$ cat src/rtl/shift_pkg.sv
// Shared opcode encodings and FSM state type for the iterative shift unit.
package shift_pkg;

  typedef enum logic [1:0] {
    OP_SLA = 2'b00,
    OP_SRA = 2'b01,
    OP_SRL = 2'b10,
    OP_ROR = 2'b11
  } op_e;

  typedef enum logic [1:0] {
    ST_IDLE  = 2'b00,
    ST_SHIFT = 2'b01,
    ST_DONE  = 2'b10
  } state_e;

endpackage

$ cat src/rtl/shift_step.sv
// Combinational single-bit shift of a WIDTH vector selected by opcode.
// Rotate-right is only built when SHIFT_UNIT_ROTATE_EN is defined; otherwise it passes data through.
module shift_step
  import shift_pkg::*;
#(
  parameter int unsigned WIDTH = 32
) (
  input  logic [WIDTH-1:0] i_d,
  input  op_e              i_op,
  output logic [WIDTH-1:0] o_q
);

  always_comb begin
    o_q = i_d;
    case (i_op)
      OP_SLA:  o_q = {i_d[WIDTH-2:0], 1'b0};
      OP_SRA:  o_q = {i_d[WIDTH-1], i_d[WIDTH-1:1]};
      OP_SRL:  o_q = {1'b0, i_d[WIDTH-1:1]};
`ifdef SHIFT_UNIT_ROTATE_EN
      OP_ROR:  o_q = {i_d[0], i_d[WIDTH-1:1]};
`endif
      default: o_q = i_d;
    endcase
  end

endmodule

$ cat src/rtl/shift_unit.sv
// Iterative shifter: one bit per cycle, IDLE/SHIFT/DONE handshake FSM with registered outputs.
// Optional macro SHIFT_UNIT_ROTATE_EN enables ROR; without it opcode 11 is a pass-through.
module shift_unit
  import shift_pkg::*;
#(
  parameter int unsigned WIDTH   = 32,
  parameter int unsigned SHAMT_W = $clog2(WIDTH)
) (
  input  logic               clk,
  input  logic               rst,
  input  logic               in_valid,
  output logic               in_ready,
  input  logic [WIDTH-1:0]   a,
  input  logic [SHAMT_W-1:0] shamt,
  input  logic [1:0]         opcode,
  output logic               out_valid,
  input  logic               out_ready,
  output logic [WIDTH-1:0]   c,
  output logic               zero
);

  state_e             r_state;
  op_e                r_op;
  logic [WIDTH-1:0]   r_work;
  logic [SHAMT_W-1:0] r_cnt;
  logic [WIDTH-1:0]   r_c;
  logic               r_zero;
  logic               r_out_valid;
  logic               r_in_ready;
  logic [WIDTH-1:0]   w_step;
  logic               w_direct;

  shift_step #(.WIDTH(WIDTH)) u_step (
    .i_d  (r_work),
    .i_op (r_op),
    .o_q  (w_step)
  );

  // Requests that need no shifting skip SHIFT and present a unchanged.
`ifdef SHIFT_UNIT_ROTATE_EN
  assign w_direct = (shamt == '0);
`else
  assign w_direct = (shamt == '0) || (opcode == OP_ROR);
`endif

  // DONE is entered on the edge where the count reaches zero, carrying the final step result.
  always_ff @(posedge clk or posedge rst) begin
    if (rst) begin
      r_state     <= ST_IDLE;
      r_op        <= OP_SLA;
      r_work      <= '0;
      r_cnt       <= '0;
      r_c         <= '0;
      r_zero      <= 1'b0;
      r_out_valid <= 1'b0;
      r_in_ready  <= 1'b1;
    end else begin
      case (r_state)
        ST_IDLE: begin
          if (in_valid && r_in_ready) begin
            r_in_ready <= 1'b0;
            r_op       <= op_e'(opcode);
            r_work     <= a;
            if (w_direct) begin
              r_state     <= ST_DONE;
              r_cnt       <= '0;
              r_c         <= a;
              r_zero      <= (a == '0);
              r_out_valid <= 1'b1;
            end else begin
              r_state <= ST_SHIFT;
              r_cnt   <= shamt;
            end
          end
        end
        ST_SHIFT: begin
          r_work <= w_step;
          r_cnt  <= r_cnt - SHAMT_W'(1);
          if (r_cnt == SHAMT_W'(1)) begin
            r_state     <= ST_DONE;
            r_c         <= w_step;
            r_zero      <= (w_step == '0);
            r_out_valid <= 1'b1;
          end
        end
        ST_DONE: begin
          if (out_ready) begin
            r_state     <= ST_IDLE;
            r_out_valid <= 1'b0;
            r_zero      <= 1'b0;
            r_in_ready  <= 1'b1;
          end
        end
        default: begin
          r_state     <= ST_IDLE;
          r_out_valid <= 1'b0;
          r_zero      <= 1'b0;
          r_in_ready  <= 1'b1;
        end
      endcase
    end
  end

  assign in_ready  = r_in_ready;
  assign out_valid = r_out_valid;
  assign c         = r_c;
  assign zero      = r_zero;

endmodule

$ cat config.mk
export PLATFORM = sky130hd
export DESIGN_NAME = shift_unit
export DESIGN_NICKNAME = d
export VERILOG_FILES = /design/src/rtl/shift_pkg.sv /design/src/rtl/shift_step.sv /design/src/rtl/shift_unit.sv
export SDC_FILE = /design/constraint.sdc
export NUM_CORES = 1
export LEC_CHECK = 0
export CAP_MARGIN = 20
export CORE_AREA = 2 2 122 124
export CTS_BUF_LIST = sky130_fd_sc_hd__clkbuf_4 sky130_fd_sc_hd__clkbuf_8 sky130_fd_sc_hd__clkbuf_16
export DETAILED_ROUTE_END_ITERATION = 12
export DIE_AREA = 0 0 124 126
export PLACE_DENSITY = 0.55
export SLEW_MARGIN = 20
export SYNTH_ARGS = -nofsm -noshare
export SYNTH_HDL_FRONTEND = slang
export SYNTH_SLANG_ARGS = --single-unit
$ cat constraint.sdc
create_clock -name clk -period 2.6 [get_ports clk]
set_clock_uncertainty 0.1 [all_clocks]
set_input_delay 0.52 -clock clk [delete_from_list [all_inputs] [get_ports clk]]
set_output_delay 0.52 -clock clk [all_outputs]
set_load 0.05 [all_outputs]
==> out/metrics.yaml <==
status: "finished, final reports clean"
yosysSeqAreaShare_pct: 45.5
synth_most_common_cell: "dfrtp_1"
ios: 78
path_delay_family: "buffers and inverters"
area_growth_pct: 33.0
synth_cell_types: 47
cp-start-kind: "flip-flop"
yosysTopAreaCellShare_pct: 44.9
post-route-min-period_ns: 2.34
hold_violations: 0
setup_viol: 0
drt_pass1_iterations: 5
first_global_vias: 3778
setup_tns_ns: 0
cp_max_fo: 5
syn_avg_cell_area_sq_um: 8.21
syn_area_sq_um: 4180
postRouteAntennaNets: 0
synth_warnings: 0
rows: 44
cp-startpoint: "in_ready"
r2r-start: "r_op[0]"
holdPathStages: 2
path_class: "reg2out"
path_buf_inv: 1
hold_start: "c[22]"
drt_iter0_drc: 364
clk_latency_ns: 0.34
grt_max_degree: 55
cts_resized: 0
synth_commonest_cells: "dfrtp_1, a21oi_1, nor2_1"
cts-root-buf: "clkbuf_16"
tightest_slew_ns: 0.968
power_density_nw_per_um2: 1440
max_freq_mhz: 427
hold_class: "reg2reg"
critical_path_cell_count: 1
async_flop_share_pct: 100
final_area_sq_um: 5560
max_stage_delay_ns: 0.81
fin_nets: 625
wl_um: 11800
routed_via_density: 5.16
remaining_drc_errors: 0
peakVddDrop_mv: 0.584
leakagePower_nw: 2.18
core-area_sq_um: 14300
die_area_sq_um: 15600
cts_buffers: 9
cts_tree: "done"
drive_gt1_share_pct: 8.21
antenna_found_initial: 0
slowest_stage: "clkdlybuf4s50_1"
cp_cell_sequence: "clkdlybuf4s50_1"
synth_area_leaders: "dfrtp_1, a21oi_1, nor2_1, o21ai_0, nand2_1"
ys.flop_type: "dfrtp_1"
initial_utilization_pct: 29.2
diodes: 0
cts_hold_buf: 0
ys_ff_latch: 76
fin_crit_sh_pct: 90.0
r2r_cells: 5
cp-end-kind: "output pin"
grtUsageTotal_pct: 15.8
htree_num_levels: 3
drv_cap: 0
cts_max_path_buffers: 2
syn_nets: 554
worstPathRequired_ns: 1.98
die_y_um: 126
vias: 3971
slew_headroom_pct: 35.1
dpl_cell_area_sq_um: 5240
rsz0062_at_grt: "no"
port-buffer-count: 77
dp_hpwl_um: 8670
drv_slew: 0
avgRoutedWirePerCell_um: 15.4
post_cts_buffers: 0
gp_congestion: 0.816
yosys.area.top_type: "dfrtp_1"
grt_pass1_wl_um: 19400
clk_pin_slew_worst_paths_ns: 0.06
grt-ovfl-total: 0
die_x_um: 124
cts.sinks: 76
synth-edff-count: 0
syn_inst: 509
cp.arrival_ns: 1.72
-- sequential cells by signal, indices dropped and copies added (netlist names) --
name,count
r_cnt,5
r_op,2
out_valid,1
r_state,2
zero,1
r_work,32
c,32
in_ready,1
-- where the power goes --
group          internal (W)  switching (W)  total (W)
Combinational       0.00161        0.00262    0.00423
Clock              0.000847       0.000491    0.00134
Sequential          0.00176       0.000667    0.00243
Total               0.00422        0.00378    0.00800
-- layout by cell type, fill, tap and decap left out, drive strengths merged, types with 2 or more instances in the layout --
cell type / instances
nor2b: 3
a21oi: 68
mux2i: 2
nand2b: 6
nor3: 38
clkdlybuf4s50: 77
o311ai: 2
dfrtp: 75
o32ai: 5
inv: 8
clkbuf: 13
nand2: 51
a31oi: 2
o31ai: 9
or4: 9
nand3: 5
buf: 24
nand4: 2
o22a: 6
a211oi: 3
nor2: 67
nor4: 9
ha: 2
or2: 2
o211ai: 4
o21ai: 46
o22ai: 29
-- stage by stage --
| stage | worst slack (ns) | instances | hold WS (ns) | utilization (%) | total power, W |
|---|---|---|---|---|---|
| 5_1_grt | 0.0795 | 769 | 0.397 | 38.8 | 0.00863 |
| 4_1_cts | 0.148 | 769 | 0.384 | 38.8 | 0.00805 |
| 2_1_floorplan | 0.0433 | 509 | 0.360 | - | 0.00534 |
| 3_5_place_dp | 0.0260 | 753 | 0.370 | 36.6 | 0.00667 |
| 6_report | 0.260 | 769 | 0.375 | 38.8 | 0.00800 |
| 3_3_place_gp | 0.0855 | 753 | 0.362 | 36.6 | 0.00659 |
-- layer usage --
layer / vias to the layer above / part of all wire (%) / GRT usage [%]
li1: 2007 / - / -
met1: 1855 / 50 / 22.6
met2: 97 / 44 / 23.4
met3: 12 / 4.4 / 3.71
met4: 0 / 1.5 / 5.09
met5: - / 0 / 0
-- final timing paths --
path / to / slack [ns]
min reg2reg: c[22] / 0.37
min in group asynchronous: c[29] / 0.40
max: in_ready / 0.26
max in group asynchronous: r_work[29] / 1.47
max reg2reg: r_work[4] / 0.26
min: c[22] / 0.37
-- kinds of logic (layout without fill, tap and decap cells) --
logic type	Yosys count	count (layout)	synth area share, %
and+or+nand+nor	195	195	21.4
AOI/OAI and AO/OA	183	183	25.8
DFF	76	76	45.5
buffers and inverters	49	125	5.75
adders and majority gates	2	2	0.599
xor gates and xnor gates	2	2	0.419
muxes	2	2	0.479
-- layout make-up --
type / instances / area (sq um)
fill: 1444 / 8750
multi-input combinational: 384 / 2060
sequential: 76 / 1900
timing repair buffer: 101 / 1010
clock buffer: 13 / 280
tap: 184 / 230
clock inverter: 3 / 42.5
inverter: 8 / 30.0
(Power assumes the default switching activity.)
